[config.mk]
export PLATFORM = sky130hd
export DESIGN_NAME = uart_receiver_flat
export DESIGN_NICKNAME = d
export VERILOG_FILES = /design/src/rtl/uart_receiver_pkg.sv /design/src/rtl/uart_receiver_if.sv /design/src/rtl/byte_fifo.sv /design/src/rtl/uart_receiver.sv /design/src/flat_wrapper.sv
export SDC_FILE = /design/constraint.sdc
export NUM_CORES = 1
export LEC_CHECK = 0
export ABC_CLOCK_PERIOD_IN_PS = 3100
export BUFFER_PORTS_ARGS = -buffer_cell sky130_fd_sc_hd__buf_2
export CAP_MARGIN = 20
export CORE_ASPECT_RATIO = 1.5
export CORE_MARGIN = 10
export CORE_UTILIZATION = 43
export CTS_CLUSTER_DIAMETER = 50
export DETAILED_ROUTE_END_ITERATION = 12
export PLACE_DENSITY = 0.69
export SLEW_MARGIN = 20
export SYNTH_ARGS = -nofsm -noshare
export SYNTH_HDL_FRONTEND = slang
export SYNTH_HIERARCHICAL = 1
export SYNTH_SLANG_ARGS = --single-unit
[constraint.sdc]
create_clock -name clk -period 3.1 [get_ports clk]
set_input_delay 0.465 -clock clk [delete_from_list [all_inputs] [get_ports clk]]
set_output_delay 0.465 -clock clk [all_outputs]
set_load 0.01 [all_outputs]
[src/rtl/uart_receiver_pkg.sv]
// Shared types and constants for the UART receive path.
// Holds the receiver FSM encoding and default bit timing.
package uart_receiver_pkg;

  // 100 MHz / 115200 baud; shared with uart_loader and top level.
  localparam int UART_CLKS_PER_BIT = 868;
  localparam int UART_FIFO_DEPTH   = 16;

  typedef enum logic [2:0] {
    S_IDLE,
    S_START,
    S_DATA,
    S_STOP,
    S_BREAK
  } rx_state_e;

endpackage

[src/rtl/uart_receiver_if.sv]
// Byte handshake + status bundle between receiver and loader.
// master: receiver side; slave: consumer/status side.
interface uart_receiver_if #(
  parameter int FIFO_DEPTH = 16
);

  localparam int CW = $clog2(FIFO_DEPTH) + 1;

  logic [7:0]    byte_data;
  logic          byte_valid;
  logic          byte_ready;
  logic [CW-1:0] fifo_count;
  logic          frame_err;
  logic          overflow_err;
  logic          err_clr;

  modport master (
    output byte_data,
    output byte_valid,
    output fifo_count,
    output frame_err,
    output overflow_err,
    input  byte_ready,
    input  err_clr
  );

  modport slave (
    input  byte_data,
    input  byte_valid,
    input  fifo_count,
    input  frame_err,
    input  overflow_err,
    output byte_ready,
    output err_clr
  );

endinterface

[src/rtl/byte_fifo.sv]
// DEPTH x 8 show-ahead FIFO with full/empty/count.
// Ports: push_i/data_i write, pop_i read, data_o = head.
module byte_fifo #(
  parameter int DEPTH = 16
) (
  input  logic                     clk,
  input  logic                     rst_n,
  input  logic                     push_i,
  input  logic [7:0]               data_i,
  input  logic                     pop_i,
  output logic [7:0]               data_o,
  output logic                     full_o,
  output logic                     empty_o,
  output logic [$clog2(DEPTH):0]   count_o
);

  localparam int AW = $clog2(DEPTH);
  localparam int PW = AW + 1;

  logic [7:0]    mem_q [DEPTH];
  logic [PW-1:0] wr_q, wr_d;
  logic [PW-1:0] rd_q, rd_d;
  logic          do_push;
  logic          do_pop;

  assign empty_o = (wr_q == rd_q);
  assign full_o  = (wr_q[AW] != rd_q[AW]) &&
                   (wr_q[AW-1:0] == rd_q[AW-1:0]);

  // A pop frees the slot being written, so a
  // full FIFO still accepts a simultaneous push.
  assign do_pop  = pop_i & ~empty_o;
  assign do_push = push_i & (~full_o | do_pop);

  always_comb begin
    wr_d = wr_q + PW'(do_push);
    rd_d = rd_q + PW'(do_pop);
  end

  always_ff @(posedge clk or negedge rst_n) begin
    if (!rst_n) begin
      wr_q <= '0;
      rd_q <= '0;
    end else begin
      wr_q <= wr_d;
      rd_q <= rd_d;
    end
  end

  // Storage needs no reset: contents are only
  // visible while the pointers say non-empty.
  always_ff @(posedge clk) begin
    if (do_push) begin
      mem_q[wr_q[AW-1:0]] <= data_i;
    end
  end

  assign data_o  = mem_q[rd_q[AW-1:0]];
  assign count_o = wr_q - rd_q;

endmodule

[src/rtl/uart_receiver.sv]
// 8N1 UART receiver: sync, oversample, deserialize, FIFO.
// Ports: clk, rst_n, rx pin, bus (byte handshake + errors).
module uart_receiver
  import uart_receiver_pkg::*;
#(
  parameter int CLKS_PER_BIT = UART_CLKS_PER_BIT,
  parameter int FIFO_DEPTH   = UART_FIFO_DEPTH
) (
  input  logic            clk,
  input  logic            rst_n,
  input  logic            rx,
  uart_receiver_if.master bus
);

  localparam int CNTW = $clog2(CLKS_PER_BIT);
  localparam int CW   = $clog2(FIFO_DEPTH) + 1;

  localparam logic [CNTW-1:0] HALF =
    CNTW'(CLKS_PER_BIT / 2 - 1);
  localparam logic [CNTW-1:0] FULL =
    CNTW'(CLKS_PER_BIT - 1);

  logic [1:0]      sync_q, sync_d;
  logic            rxs;
  rx_state_e       state_q;
  logic [CNTW-1:0] cnt_q;
  logic [2:0]      bit_idx_q;
  logic [7:0]      shift_q;
  logic            cnt_zero;
  logic            stop_smp;
  logic            push;
  logic            pop;
  logic            full;
  logic            empty;
  logic            frame_set;
  logic            ovf_set;
  logic            frame_q, frame_d;
  logic            ovf_q, ovf_d;
  logic [CW-1:0]   count;

  assign sync_d = {sync_q[0], rx};
  assign rxs    = sync_q[1];

  always_ff @(posedge clk or negedge rst_n) begin
    if (!rst_n) begin
      sync_q <= 2'b11;
    end else begin
      sync_q <= sync_d;
    end
  end

  always_ff @(posedge clk or negedge rst_n) begin
    if (!rst_n) begin
      state_q   <= S_IDLE;
      cnt_q     <= '0;
      bit_idx_q <= '0;
      shift_q   <= '0;
    end else begin
      case (state_q)
        S_IDLE: begin
          if (!rxs) begin
            cnt_q   <= HALF;
            state_q <= S_START;
          end
        end
        S_START: begin
          if (cnt_q != '0) begin
            cnt_q <= cnt_q - 1'b1;
          end else if (rxs) begin
            state_q <= S_IDLE;
          end else begin
            cnt_q     <= FULL;
            bit_idx_q <= '0;
            state_q   <= S_DATA;
          end
        end
        S_DATA: begin
          if (cnt_q != '0) begin
            cnt_q <= cnt_q - 1'b1;
          end else begin
            shift_q   <= {rxs, shift_q[7:1]};
            cnt_q     <= FULL;
            bit_idx_q <= bit_idx_q + 1'b1;
            if (bit_idx_q == 3'd7) begin
              state_q <= S_STOP;
            end
          end
        end
        S_STOP: begin
          if (cnt_q != '0) begin
            cnt_q <= cnt_q - 1'b1;
          end else if (rxs) begin
            state_q <= S_IDLE;
          end else begin
            state_q <= S_BREAK;
          end
        end
        S_BREAK: begin
          // Wait out a held-low line so it is not
          // mistaken for a fresh start bit.
          if (rxs) begin
            state_q <= S_IDLE;
          end
        end
        default: state_q <= S_IDLE;
      endcase
    end
  end

  assign cnt_zero  = (cnt_q == '0);
  assign stop_smp  = (state_q == S_STOP) & cnt_zero;
  assign push      = stop_smp & rxs;
  assign frame_set = stop_smp & ~rxs;
  assign pop       = bus.byte_ready & ~empty;
  assign ovf_set   = push & full & ~pop;

  // Set wins over a coincident clear.
  always_comb begin
    frame_d = frame_set | (frame_q & ~bus.err_clr);
    ovf_d   = ovf_set | (ovf_q & ~bus.err_clr);
  end

  always_ff @(posedge clk or negedge rst_n) begin
    if (!rst_n) begin
      frame_q <= 1'b0;
      ovf_q   <= 1'b0;
    end else begin
      frame_q <= frame_d;
      ovf_q   <= ovf_d;
    end
  end

  byte_fifo #(
    .DEPTH(FIFO_DEPTH)
  ) u_fifo (
    .clk    (clk),
    .rst_n  (rst_n),
    .push_i (push),
    .data_i (shift_q),
    .pop_i  (pop),
    .data_o (bus.byte_data),
    .full_o (full),
    .empty_o(empty),
    .count_o(count)
  );

  assign bus.byte_valid   = ~empty;
  assign bus.fifo_count   = count;
  assign bus.frame_err    = frame_q;
  assign bus.overflow_err = ovf_q;

endmodule

[src/flat_wrapper.sv]
// flat-port wrapper written by rule: the top's interface ports become plain ports
module uart_receiver_flat import uart_receiver_pkg::*;
#(
  parameter int CLKS_PER_BIT = UART_CLKS_PER_BIT,
  parameter int FIFO_DEPTH   = UART_FIFO_DEPTH
)
  (clk, rst_n, rx, bus_byte_data, bus_byte_valid, bus_fifo_count, bus_frame_err, bus_overflow_err, bus_byte_ready, bus_err_clr);
  uart_receiver_if #(.FIFO_DEPTH(FIFO_DEPTH)) bus_i ();
  input  logic clk;
  input  logic rst_n;
  input  logic rx;
  output wire logic [$bits(bus_i.byte_data)-1:0] bus_byte_data;
  output wire logic [$bits(bus_i.byte_valid)-1:0] bus_byte_valid;
  output wire logic [$bits(bus_i.fifo_count)-1:0] bus_fifo_count;
  output wire logic [$bits(bus_i.frame_err)-1:0] bus_frame_err;
  output wire logic [$bits(bus_i.overflow_err)-1:0] bus_overflow_err;
  input wire logic [$bits(bus_i.byte_ready)-1:0] bus_byte_ready;
  input wire logic [$bits(bus_i.err_clr)-1:0] bus_err_clr;
  assign bus_byte_data = bus_i.byte_data;
  assign bus_byte_valid = bus_i.byte_valid;
  assign bus_fifo_count = bus_i.fifo_count;
  assign bus_frame_err = bus_i.frame_err;
  assign bus_overflow_err = bus_i.overflow_err;
  assign bus_i.byte_ready = bus_byte_ready;
  assign bus_i.err_clr = bus_err_clr;
  uart_receiver #(.CLKS_PER_BIT(CLKS_PER_BIT), .FIFO_DEPTH(FIFO_DEPTH)) u_core (.clk(clk), .rst_n(rst_n), .rx(rx), .bus(bus_i));
endmodule
# Yosys cells after proc, flatten, opt, wreduce, memory -nomap -nowiden
# Memories as Yosys holds them, arrays and structs flattened.
# Index checks and enable logic that the tools add are counted.
# word_totals
regBits	38
mem_bits_rw	128
inputBits	5
out_inout_bits	16
wordCells	82
mem_count	1
# op_classes
n_addsub	5
eq_ne	17
mux	21
bitwise_logic	19
n_reduce_logical	10
# mem_list
memory	depth	width	rd	rd_clocked_by_memory_dff	wr	line	text
u_core.u_fifo.mem_q	16	8	1	0	1	byte_fifo.sv:20	logic [7:0] mem_q [DEPTH];
# op_table
cell	count
10-bit two-way mux	5
10-bit one-hot mux with 4 select lines	1
3-bit two-way mux	10
3-bit one-hot mux with 5 select lines	1
5-bit by 1-bit adder with 5-bit output	2
1-bit AND	10
10-bit logical NOT	1
2-bit != test (second input constant)	5
10-bit nonzero test	1
10-bit by 1-bit subtractor with 10-bit output (second input constant)	1
4-bit AND reduction	2
3-bit by 2-bit == test with 1-bit output (second input constant)	2
3-bit == test (second input constant)	2
2-bit by 1-bit != test with 1-bit output (second input constant)	3
1-bit inverter	6
3-bit one-hot mux with 2 select lines	1
6-bit AND reduction	1
5-bit == test	1
5-bit subtractor	1
4-bit == test	1
4-bit nonzero test	1
3-bit by 1-bit adder with 3-bit output (second input constant)	1
3-bit by 1-bit == test with 1-bit output (second input constant)	1
3-bit logical NOT	1
8 further kinds	11

# Longest topological paths before layout
# Gate-level depths: netlist of the first run.
# logic_depth
depth_word	8
ltp_mapped	15
ltp_nobuf	11

# Cells and area by module
# The synthesis of the first run kept the hierarchy.
# by_module_without_submodules
mod	n_inst	cells_each	area_per_inst_um2	seq_area_each_um2
byte_fifo	1	295	5701.7	4093.9
uart_receiver	1	149	1629.1	703.2

# Worst setup path after synthesis of the first run
# Ideal clock, no wire load.
# synth_path
path_type	flip-flop to flip-flop
start	register u_core.u_fifo.rd_q[2]
end	memory u_core.u_fifo.mem_q[1][0] (enable)
setup_time_ps	395
arrival_time_ps	2642
t_required_ps	2705
slack_ps	63
path_stages_with_launch	11
n_path_buf	3
period_less_slack_ps	3037
cell_sequence	dfrtp_1 -> buf_2 -> buf_2 -> buf_2 -> inv_1 -> ha_1 -> nand4_1 -> nor2_1 -> nor2b_1 -> o21ai_2 -> nor4_1
# synth_via
elab_chain_len	8
word_cells_on_any_way	11
cone_classes	2 x eq/ne; 2 x mux; 6 x bitwise; 1 x reduce/logical
# synth_rtl
item	line	text
start, declared	byte_fifo.sv:22	logic [PW-1:0] rd_q, rd_d;
start signal, assigned	byte_fifo.sv:46	rd_q <= rd_d;
5-bit == test	byte_fifo.sv:26	assign empty_o = (wr_q == rd_q);
via u_core.empty	uart_receiver.sv:34	logic empty;
1-bit inverter	uart_receiver.sv:114	assign pop = bus.byte_ready & ~empty;
1-bit AND	uart_receiver.sv:114	
via u_core.pop	uart_receiver.sv:32	logic pop;
1-bit AND	byte_fifo.sv:32	assign do_pop = pop_i & ~empty_o;
1-bit OR	byte_fifo.sv:33	assign do_push = push_i & (~full_o | do_pop);
1-bit AND	byte_fifo.sv:33	
1-bit two-way mux	byte_fifo.sv:53	if (do_push) begin
1-bit two-way mux (implied by the code)	byte_fifo.sv:54	mem_q[wr_q[AW-1:0]] <= data_i;
end, declared	byte_fifo.sv:20	
# The timed path passes the listed nets, and every way through them passes these cells.

# Final worst setup path of the first run
# layout_path
start	register u_core.u_fifo.rd_q[0]
end	output port bus_byte_data[5]
# layout_via
elab_chain_len	1
# layout_rtl
item	line	text
memory read 16 x 8 bit	-	
end, declared	flat_wrapper.sv:12	output wire logic [$bits(bus_i.byte_data)-1:0] bus_byte_data;
# Every way passes these cells.

==> results, run 1 <==
- The power per standard cell area is between 600 and 700 nW/um2.
- The sink count of the clock tree is 166.
- The part of the Yosys area used for sequential elements is 0.654.
- The first-pass GRT wire length is about 24,000 um.
- The clock insertion delay at the later pin of the skew report is 0.43 ns.
- During synthesis, Yosys emitted a total of 6 warnings.
- Across the run, the number of max-cap violations was 0.
- After detailed routing, the total wire length is 14,700 um.
- Post-CTS repair changed the size of 0 cells.
- The average vias per placed instance is 5.72.
- The share of flip-flops with an asynchronous set or reset after synthesis is 0.229.
- The tree is rooted in a clkbuf_16.
- The floorplan has slightly below 60 rows.
- The worst hold path belongs to the class input pin to async pin.
- STA puts the critical path data required time at 2.63 ns.
- The multi-input logic area is 2270 um2.
- The actual transition at the worst max-transition pin is ~0.85 ns.
- The critical path is of the flip-flop to output pin type.
- Prior to clock tree synthesis, the placed netlist has a worst setup slack of 0.438 ns.
- The core region is 16,800 um2.
- After detailed routing, the average wire length per cell comes to ~21 um.
- The clock period minus final worst setup slack is 2.85 ns.
- The number of max-slew violations in the final report is 0.
- Buffers inserted to repair hold after CTS numbered 0.
- The count of final hold-check violations is 0.
- The DRC violation total after the first TritonRoute iteration is 300.
- The number of antenna diodes in the final layout is 0.
- In the synthesized netlist, the number of instances is 444.
- The half-perimeter wire length after placement is about 9900 um.
- For this design the static power due to leakage is 3.50 nW.
- Data on the critical path arrives at its endpoint at around 2.4 ns.
- The routed layout has 4,052 vias.
- After clock tree synthesis, the clock-pin slew on the worst setup and hold paths is 0.07 ns.
- The congestion estimate from routability-driven global placement came to 0.882.
- The post-layout utilization of the core is 0.495.
- CTS built an H-tree with a depth of 4.
- Counting the fill cells in the layout gives 1,375.
- TritonCTS built the clock tree.
- Measured against its own limit, the worst slew margin works out to 0.435.
- For this configuration, the core starts out at a cell density of 0.437.
- The area used by sequential logic in the layout is 4800 um2.
- The height of the die is 180 um.
- The total DRC errors in the routed layout is 0.
- The detail route stage leaves a number of antenna-violating nets equal to 0.
- The run finished with clean final reports.
- The worst path setup slack after routing is 0.248 ns.
- The worst-case IR drop observed on VDD is just under 0.4 mV.
- The number of iterations in the first detailed-routing pass is 6.
- The total of buffers placed on input and output ports is 20.
- In this run the deepest clock path goes through 2 buffers.
- Adding up every negative setup slack in the final design gives 0 ns.
- The final global-route overflow total is 0.
- The number of different library cells in the post-synthesis netlist is 61.
- The top flip-flop cell by instance count after synthesis is edfxtp_1.
- Compared with the post-synthesis result, the final layout area differs by 13.2%.
- The initial antenna violation count was 0.
- In this run, synthesis produced a sequential element count of roughly 170.
- The endpoint class of the critical path is an output pin.
- The number of clock buffers inserted by TritonCTS is 17.
- In this run the mean area of a mapped cell was ~17 um2.
- Counting every net in the synthesized netlist gives 462.
- Entering global routing, the biggest net connects 39 pins.
- The via count of the first global-routing pass is 4,261.
- The fraction of layout cells with a size suffix above 1 is 0.212.
- During I/O placement, the number of pins put on the boundary was 21.
- The number of enable flip-flop cells after synthesis is between 100 and 150.
- Derived from the worst setup path, the maximum achievable clock frequency is 351 MHz.
- In the global route stage, overall resource usage came out at 0.131.
- The number of cells on the worst reg-to-reg path is 6.
- The worst setup path is launched from a flip-flop.
- After synthesis the cells add up to approximately 7300 um2.
- The floorplan step defined a die boundary enclosing 22,800 um2.
- The design draws 5.58 mW.
- The clock skew after layout is 0.0180 ns.
- In this run the horizontal extent of the chip is 127 um.
- In this run the worst path has a maximum fanout of 26.
- Of the available clock period, the critical path in the final layout requires 0.920.
- The number of setup buffers added after CTS is 0.
- The number of endpoints failing setup at the final stage is 0.
- Setup repair after global routing left no endpoint under its margin.
- In the final design database the tool counted 504 nets.
==> metal layers <==
metal / vias up / part of all wire / track usage
met5: - / 0 / 0
met2: 118 / 0.53 / 0.227
li1: 1867 / - / -
met4: 0 / 0.027 / 0.0553
met1: 2040 / 0.40 / 0.151
met3: 27 / 0.043 / 0.0297
==> cells by family (layout without fill, tap and decap cells) <==
group	after synthesis	count (layout)	synth area share
fa+ha+maj	13	13	0.0232
flops	166	166	0.654
simple gates	77	77	0.0642
mux	59	59	0.134
xor+xnor	12	12	0.0143
compound gates	72	72	0.0729
buf+inv	45	100	0.0365
==> report_power, final <==
part           switching [mW]  total, mW  internal, mW  leakage (nW)
Clock                   0.946       2.02          1.07         0.285
Sequential             0.0246       2.43          2.41          1.98
Combinational           0.676       1.13         0.457          1.23
==> path summary, 6_finish.rpt <==
check                      slack (ns)                         end                   from
min in group clk                 0.14            u_core/sync_q[0]                     rx
hold / removal                   0.14             u_core/cnt_q[1]                  rst_n
setup reg to reg                 0.39  u_core/u_fifo/mem_q[12][4]        u_core/cnt_q[5]
hold reg to reg                  0.36            u_core/sync_q[1]       u_core/sync_q[0]
max in group asynchronous        2.36       u_core/u_fifo/rd_q[0]                  rst_n
setup / recovery                 0.25            bus_byte_data[5]  u_core/u_fifo/rd_q[0]
==> synth_stat cells, types with 6 or more instances <==
| library cell | instances | area (um2) |
|---|---|---|
| a221oi_1 | 8 | 70.1 |
| a31oi_1 | 6 | 37.5 |
| buf_2 | 8 | 40.0 |
| clkbuf_1 | 7 | 26.3 |
| dfrtp_1 | 36 | 901 |
| edfxtp_1 | 128 | 3840 |
| ha_1 | 12 | 150 |
| inv_1 | 20 | 75.1 |
| mux2_2 | 10 | 113 |
| mux2i_1 | 25 | 250 |
| mux4_1 | 22 | 578 |
| nand2_1 | 8 | 30.0 |
| nor2_1 | 11 | 41.3 |
| nor3_1 | 12 | 60.1 |
| nor4_1 | 7 | 43.8 |
| o21ai_0 | 13 | 65.1 |
| o21ai_1 | 10 | 50.1 |
| o31ai_1 | 6 | 45.0 |
| xnor2_1 | 8 | 70.1 |
==> final cells by class <==
cell class	instances	share of cell area
Sequential cell	166	0.578
Tap cell	210	0.0317
Timing Repair Buffer	48	0.0379
Multi-Input combinational cell	233	0.273
Clock buffer	17	0.0513
Inverter	20	0.00905
Clock inverter	15	0.0186
==> registers in the layout, summed over array words and instances (netlist names) <==
name	count
u_core/u_fifo/rd_q	5
u_core/state_q	3
u_core/u_fifo/mem_q	128
u_core/bus.frame_err	1
u_core/cnt_q	10
u_core/u_fifo/wr_q	5
u_core/shift_q	8
u_core/sync_q	2
u_core/bus.overflow_err	1
u_core/bit_idx_q	3
==> metrics by stage <==
stage               area (um2)  hold slack, ns  std cells
finish                    8300           0.140        709
global route              8300           0.130        709
CTS                       8290           0.128        709
detailed placement        7710           0.349        677
global placement          7710           0.345        677
floorplan                 7330           0.169        444
==> worst max-delay path, stage by stage, from the launching register on <==
cell and delay (ns):
dfrtp_2 0.37, buf_6 0.31, buf_4 0.35, mux2i_1 0.31
a221oi_1 0.12, o21ai_1 0.17, o21ai_0 0.15, buf_2 0.17
==> layout by cell type (no fill, tap or decap), types with 10 or more instances in the layout <==
| cell | Yosys | layout |
|---|---|---|
| edfxtp_1 | 128 | 128 |
| dfrtp_1 | 36 | 35 |
| buf_4 | 1 | 27 |
| mux2i_1 | 25 | 25 |
| mux4_1 | 22 | 22 |
| buf_2 | 8 | 20 |
| inv_1 | 20 | 20 |
| clkbuf_16 | 0 | 17 |
| o21ai_0 | 13 | 13 |
| nor3_1 | 12 | 12 |
| ha_1 | 12 | 12 |
| nor2_1 | 11 | 11 |
| o21ai_1 | 10 | 10 |
| mux2_2 | 10 | 10 |
(Power assumes the default switching activity.)
==> run 2, diff against run 1 <==
--- a/config.mk
+++ b/config.mk
@@ -5,7 +5,7 @@
 export SDC_FILE = /design/constraint.sdc
 export NUM_CORES = 1
 export LEC_CHECK = 0
-export ABC_CLOCK_PERIOD_IN_PS = 3100
+export ABC_CLOCK_PERIOD_IN_PS = 3300
 export BUFFER_PORTS_ARGS = -buffer_cell sky130_fd_sc_hd__buf_2
 export CAP_MARGIN = 20
 export CORE_ASPECT_RATIO = 1.5
@@ -13,7 +13,8 @@
 export CORE_UTILIZATION = 43
 export CTS_CLUSTER_DIAMETER = 50
 export DETAILED_ROUTE_END_ITERATION = 12
-export PLACE_DENSITY = 0.69
+export PLACE_DENSITY = 0.67
+export SKIP_CTS_REPAIR_TIMING = 1
 export SLEW_MARGIN = 20
 export SYNTH_ARGS = -nofsm -noshare
 export SYNTH_HDL_FRONTEND = slang
==> constraint.sdc (replaced) <==
create_clock -name clk -period 3.3 [get_ports clk]
set_input_delay 0.495 -clock clk [delete_from_list [all_inputs] [get_ports clk]]
set_output_delay 0.495 -clock clk [all_outputs]
set_load 0.01 [all_outputs]
==> run 2 against run 1 <==
Effect of this change: non-clock buffer count is 6 lower; highest routed layer unchanged; setup slack better by 0.0090 ns; largest cell class unchanged; sequential share of layout area is 0.17 points lower.
==> results, run 2 (same netlist as run 1, synthesis figures left out) <==
- The run finished with clean final reports.
- The maximum number of pins on one net before global-route repair is 39.
- The post-layout utilization of the core is 0.496.
- The total DRC errors in the routed layout is 0.
- The number of max-cap violations is 0.
- The floorplan step defined a core boundary enclosing 16,800 um2.
- The worst-path maximum fanout is 32.
- The number of max-slew violations in the final report is 0.
- For this configuration, the core starts out at a cell density of 0.437.
- The routed via count is 4,054.
- The total power consumption of the routed design is 5.43 mW.
- The maximum clock rate is 329 MHz.
- Dividing the detail-routed via count by the number of cells gives 5.77.
- The via count of the first global-routing pass is 4,232.
- For this design, the sink count on the clock tree is 166.
- The final routed wire length divided by cell count is 21.4 um.
- Measured against its own limit, the worst slew margin works out to 0.420.
- Setup repair after global routing left no endpoint under its margin.
- Leaving out fill and tap cells, the most frequent cells in the layout are 128 x edfxtp_1, 35 x dfrtp_1, 25 x mux2i_1.
- The clock skew after layout is about 0.016 ns.
- In this run the core area contains 58 standard-cell rows.
- In this run the worst setup path begins at u_core/u_fifo/rd_q[0].
- From left edge to right edge, the die measures 127 um.
- The final cell count without fillers is 702.
- The worst voltage drop across the vdd grid is 0.358 mV.
- The net count reported at finish is between 400 and 500.
- The die is 180 um tall.
- Compared with the post-synthesis result, the final layout area differs by 13.5%.
- At the end of routability-driven placement, the weighted congestion stood at a little over 0.9.
- The first global-routing pass estimated 23,700 um of wire.
- STA puts the critical path data required time at 2.80 ns.
- Setup violations remaining at the end of the flow were counted as 0.
- The fraction of layout cells with a size suffix above 1 is 0.203.
- The actual transition at the worst max-transition pin is 0.870 ns.
- The largest buffer count on any clock path is 2.
- The root cell of the clock tree is clkbuf_16.
- The placement-stage cell area is 7680 um2.
- The initial antenna violation count is 0.
- During I/O placement, the number of pins put on the boundary was 21.
- The total of buffers placed on input and output ports is 20.
- The endpoint class of the critical path is an output pin.
- The flip-flop count of the largest register, all copies and words added is between 100 and 150.
- The area of all placed cells without fillers is 8320 um2.
- Across all setup checks in the final design, the least slack found is 0.257 ns.
- The global-route total usage across every layer is 0.133.
- The placed cell count is 671.
- The detailed router finished its first iteration with 337 violations.
- The post-route fraction of the period consumed by the critical path is 0.922.
- The final global-route overflow total is 0.
- Wires add up to 15,100 um.
- The worst hold path begins at rx.
- The pre-antenna-repair detailed-routing pass consisted of 5 iterations.
- The most common cell after layout, fill and taps aside is edfxtp_1.
- The number of clock buffers inserted by TritonCTS is 17.
- The H-tree was split into 4 levels.
- STA classifies the critical path startpoint as a flip-flop.
- OpenSTA, run right after detailed placement, puts the worst setup slack at 0.352 ns.
- The half-perimeter wire length after placement is 10,100 um.
- The count of final hold-check violations was 0.
- Detailed routing placed a total of slightly above 600 um of wire on met3.
- TritonCTS built the clock tree.
- At the later pin of the worst-skew pair, clock insertion delay measures between 0.4 and 0.5 ns.
- Summed over all nets, wire length on met2 after detailed routing comes to ~8200 um.
- In this run the static leakage power is 3.49 nW.
- Measured in cells, the most critical reg-to-reg path has a length of 11.
- The highest metal layer carrying signal wires in the routed design is met4.
- The cell count of the worst hold path is 1.
- Power spread over the standard cell area amounts to 653 nW/um2.
- The launch point of the worst reg-to-reg path is u_core/u_fifo/rd_q[3].
- The worst min-delay path class is input pin to flip-flop.
- The full die area is approximately 23,000 um2.
- The total negative slack is 0 ns.
- In this run the remaining antenna-violating nets after routing total 0.
- The clock period minus final worst setup slack is 3.04 ns.
- The clock-pin slew on the worst setup and hold paths is 0.06 ns.
- The critical path class is flip-flop to output pin.
- In the final routing, the length of wire on met1 measures 6160 um.
- The number of antenna cells inserted is 0.
- Hold timing on the final database bottoms out at a slack of 0.176 ns.
- The endpoint arrival time on the critical path is 2.55 ns.
[run 2: per-layer routing]
layer  track usage  up-vias
met4        0.0384        0
met3        0.0386        9
met5             0        -
met1         0.152     2093
li1              -     1854
met2         0.233       98
[run 2: final cells by class]
type,instances,area (um2)
Multi-Input combinational cell,233,2270
Inverter,20,75.1
Timing Repair Buffer,42,278
Sequential cell,166,4800
Fill cell,1353,8440
Clock buffer,17,425
Clock inverter,14,214
Tap cell,210,263
[run 2: worst paths after layout]
| kind | slack [ns] | to |
|---|---|---|
| setup reg to reg | 0.31 | u_core/u_fifo/wr_q[4] |
| hold reg to reg | 0.36 | u_core/sync_q[1] |
| min in group asynchronous | 0.20 | u_core/cnt_q[0] |
| setup / recovery | 0.26 | bus_byte_data[5] |
| max in group asynchronous | 2.49 | u_core/u_fifo/rd_q[0] |
| hold / removal | 0.18 | u_core/sync_q[0] |
[run 2: power by group]
| part | internal (mW) | switching, mW | total, mW |
|---|---|---|---|
| combinational | 0.424 | 0.556 | 0.980 |
| clock | 1.29 | 0.829 | 2.12 |
| sequential | 2.26 | 0.0732 | 2.33 |
| total | 3.97 | 1.46 | 5.43 |
[run 2: critical path, stage by stage (launching register included)]
cell	delay (ns)
dfrtp_2	0.59
buf_12	0.29
mux4_1	0.62
mux2i_1	0.27
o21ai_0	0.17
buf_2	0.17
==> run 3, diff against run 2 <==
--- a/config.mk
+++ b/config.mk
@@ -5,15 +5,17 @@
 export SDC_FILE = /design/constraint.sdc
 export NUM_CORES = 1
 export LEC_CHECK = 0
-export ABC_CLOCK_PERIOD_IN_PS = 3300
+export ABC_AREA = 1
+export ABC_CLOCK_PERIOD_IN_PS = 3000
 export BUFFER_PORTS_ARGS = -buffer_cell sky130_fd_sc_hd__buf_2
 export CAP_MARGIN = 20
 export CORE_ASPECT_RATIO = 1.5
 export CORE_MARGIN = 10
 export CORE_UTILIZATION = 43
+export CTS_BUF_LIST = sky130_fd_sc_hd__clkbuf_16
 export CTS_CLUSTER_DIAMETER = 50
 export DETAILED_ROUTE_END_ITERATION = 12
-export PLACE_DENSITY = 0.67
+export PLACE_DENSITY = 0.66
 export SKIP_CTS_REPAIR_TIMING = 1
 export SLEW_MARGIN = 20
 export SYNTH_ARGS = -nofsm -noshare
==> constraint.sdc (replaced) <==
create_clock -name clk -period 3 [get_ports clk]
set_input_delay 0.45 -clock clk [delete_from_list [all_inputs] [get_ports clk]]
set_output_delay 0.45 -clock clk [all_outputs]
set_load 0.01 [all_outputs]
==> run 3 against run 2 <==
Effect of this change: routed wire length rose by 17%; critical path type unchanged; die area rose by 6.9%; highest routed layer unchanged; clock skew shrank 0.00073 ns; largest cell class unchanged; sequential cell count unchanged.
==> results, run 3 <==
- The part of the Yosys area used for sequential elements is 0.606.
- The total nets after synthesis is 883.
- Between clock sinks in the finished design, the worst skew comes to 0.0153 ns.
- The cell with the most instances after synthesis is nand2_1.
- The top-level I/O count is 21.
- The half-perimeter wire length after placement is 11,800 um.
- The clock insertion delay at the later pin of the skew report is 0.43 ns.
- The first global-routing pass estimated ~28,000 um of wire.
- The die boundary width is 131 um.
- The number of clock buffers added by TritonCTS is 17.
- In the finished design, the share of the clock period the worst path needs comes to 0.910.
- The most common cell after layout, fill and taps aside is nand2_1.
- The sink count of the clock tree is around 170.
- The required arrival time at the worst endpoint is 2.55 ns.
- The worst setup path is captured at an output pin.
- The maximum clock rate is 366 MHz.
- Data arrives at the worst endpoint at roughly 2.3 ns.
- The Yosys step of the flow raised 6 warnings.
- The full die area is 24,400 um2.
- Summed over all layers, the routed wires come to 17,600 um.
- The total negative slack is 0 ns.
- In this design, the critical path's most frequently occurring cell is nand2_1.
- The initial core utilization is 0.440.
- TritonCTS built the clock tree.
- Dividing the synthesized area by the synthesized cell count gives about 9 um2.
- The average vias per placed instance is 4.93.
- Counting flops and latches in the post-synthesis netlist gives between 150 and 200.
- For this run, design rule violations remaining after detail routing come to 0.
- The clock tree synthesis step divided the H-tree into 4 levels.
- The largest single stage delay on the critical path is roughly 0.54 ns.
- Sorting the synthesized cells by area gives the leading types as edfxtp_1 49%, nand2_1 14%, dfrtp_1 11%.
- The critical path in this run is classified as flip-flop to output pin.
- At the end of routability-driven placement, the weighted congestion stood at 0.905.
- Yosys mapped a number of flops with a built-in enable equal to 128.
- The placement row count is 60.
- The worst-path maximum fanout is between 60 and 70.
- Power spread over the standard cell area amounts to 760 nW/um2.
- From bottom edge to top edge, the die measures approximately 190 um.
- The highest-delay cell along the critical path is buf_4.
- The share of flip-flops with an asynchronous set or reset after synthesis is 0.229.
- The initial antenna violation count was 0.
- The worst voltage drop across the vdd grid is 0.375 mV.
- The number of max-slew violations in the final report is 0.
- In the global route stage, overall resource usage came out at 0.153.
- Setup repair after global routing left no endpoint under its margin.
- In this run, distinct cell masters in the synthesized netlist total 32.
- The run finished with clean final reports.
- Among cell families on the critical path, the largest total delay comes from simple AND/OR/NAND/NOR gates.
- The DRC violation total after the first TritonRoute iteration is 411.
- The register with the most flip-flops in the layout has 128 of them.
- Of the post-synthesis cell area, the dominant cell type holds 0.485.
- Setup violations remaining at the end of the flow were counted as 0.
- In this run the clock root is driven by a clkbuf_16.
- Relative to the synthesized area, the layout overhead comes to 11.3%.
- The maximum number of pins on one net before global-route repair is 65.
- The commonest cells after synthesis are 297 x nand2_1, 148 x inv_1, 128 x edfxtp_1, 109 x nand3_1, 40 x nor2_1.
- In this run the cell area of the synthesized design comes to about 8000 um2.
- Among all flip-flop cells after synthesis, the most frequent one is edfxtp_1.
- The via count of the first global-routing pass was 5,344.
- The total of buffers placed on input and output ports is 20.
- The clock period could shrink to about 2.7 ns.
- At the end of the flow, the number of nets in the layout was around 900.
- The top cell types in the final layout, fill and taps aside, are 297 x nand2_1, 148 x inv_1, 128 x edfxtp_1.
- The kind of start point of the critical path is a flip-flop.
- In this run the tightest slew margin relative to its limit is 0.414.
- The analysis attributes to cell leakage a power of 4.04 nW.
- The count of final hold-check violations is 0.
- The first detailed-routing pass took 6 iterations.
- The final global-route overflow total is 0.
- In the final layout, the share of cells above drive strength 1 is 0.101.
- The clock-pin slew on the worst setup and hold paths is 0.07 ns.
- The number of antenna diodes in the final layout is 0.
- The routed via count is about 5,500.
- The critical path goes through buf_4 > nand2_1 > nand2_1 > nand2_1 > nand3_1 > nand3_1 > nand2_1 > buf_2.
- Summing all non-filler instances in the final layout gives an area of 8810 um2.
- Max-cap violations in this run came to 0.
- Counting both buffers and inverters, the worst setup path holds a total of 2.
- The path class of the tightest hold or removal check is input pin to flip-flop.
- The largest buffer count on any clock path is 2.
- The residual antenna-violating net count after detailed routing is 0.
- Of all cell types, the one taking the most synthesized area is edfxtp_1.
- The actual transition at the worst max-transition pin is 0.879 ns.
- The final routed wire length divided by cell count is roughly 16 um.
- The number of instances in the synthesized netlist is 865.
- After floorplanning, the core was sized to cover ~18,000 um2.
- The placement-stage cell area is between 8000 and 9000 um2.
-- run 3: cell count changes after synthesis, moves of 10 or more --
cell,before,now
nor2_1,11,40
nor3_1,12,1
mux4_1,22,0
mux2_2,10,0
nand2_1,8,297
inv_1,20,148
nand3_1,5,109
mux2i_1,25,0
nor2_2,0,11
-- run 3: layer usage --
layer,track usage,part of all wire,up-vias,wire [um]
met5,0,0,-,0
met4,0.0643,0.025,0,431
met3,0.0283,0.051,26,890
met2,0.276,0.53,144,9340
met1,0.173,0.39,2569,6910
li1,-,-,2775,-
-- run 3: worst paths after layout --
check / startpoint / endpoint / slack [ns] / cells past startpoint
worst max-delay path: u_core/u_fifo/rd_q[0] / bus_byte_data[6] / 0.27 / 8
worst min-delay path: rx / u_core/sync_q[0] / 0.12 / 1
worst max register to register: u_core/u_fifo/wr_q[2] / u_core/u_fifo/mem_q[9][7] / 0.52 / 8
worst min register to register: u_core/sync_q[0] / u_core/sync_q[1] / 0.36 / 0
max in group asynchronous: rst_n / u_core/u_fifo/rd_q[0] / 2.25 / 1
min in group asynchronous: rst_n / u_core/shift_q[1] / 0.14 / 1
-- run 3: report_power, final --
part	leakage [nW]	total, mW	switching, mW	internal, mW
combinational	1.78	2.09	1.40	0.684
sequential	1.98	2.52	0.0302	2.49
clock	0.283	2.09	0.983	1.11
-- run 3: area by class of cell --
type / count / area [um2]
inverter: 155 / 582
fill: 1676 / 9200
timing repair buffer: 30 / 188
clock inverter: 15 / 156
clock buffer: 17 / 425
sequential: 166 / 4800
multi-input combinational: 518 / 2390
tap: 217 / 272
-- run 3: kinds of logic (layout without fill, tap and decap cells) --
family | count (synthesis) | after routing | synth area share
and+or+nand+nor | 472 | 472 | 0.252
buffers and inverters | 181 | 217 | 0.0923
DFF | 166 | 166 | 0.606
AOI/OAI and AO/OA | 21 | 21 | 0.0145
adders and majority gates | 13 | 13 | 0.0215
xor gates and xnor gates | 12 | 12 | 0.0142
-- run 3: through the flow --
step	hold slack [ns]	utilization	std cells	power (mW)	setup WS (ns)
final	0.119	0.489	1118	6.70	0.270
after global routing	0.108	0.489	1118	7.11	0.221
after CTS	0.104	0.489	1118	6.76	0.295
after detailed placement	0.347	0.457	1086	4.67	0.558
after global placement	0.348	0.457	1086	4.67	0.607
after floorplan	0.154	-	865	4.01	0.545
-- run 3: worst reg2reg max path, stage by stage, from the launching register on --
cell	delay, ns
dfrtp_1	0.47
ha_1	0.39
nand4_1	0.13
nor2_1	0.08
nor2_1	0.12
inv_1	0.08
nand2_2	0.08
nand2_4	0.16
nor2_1	0.60
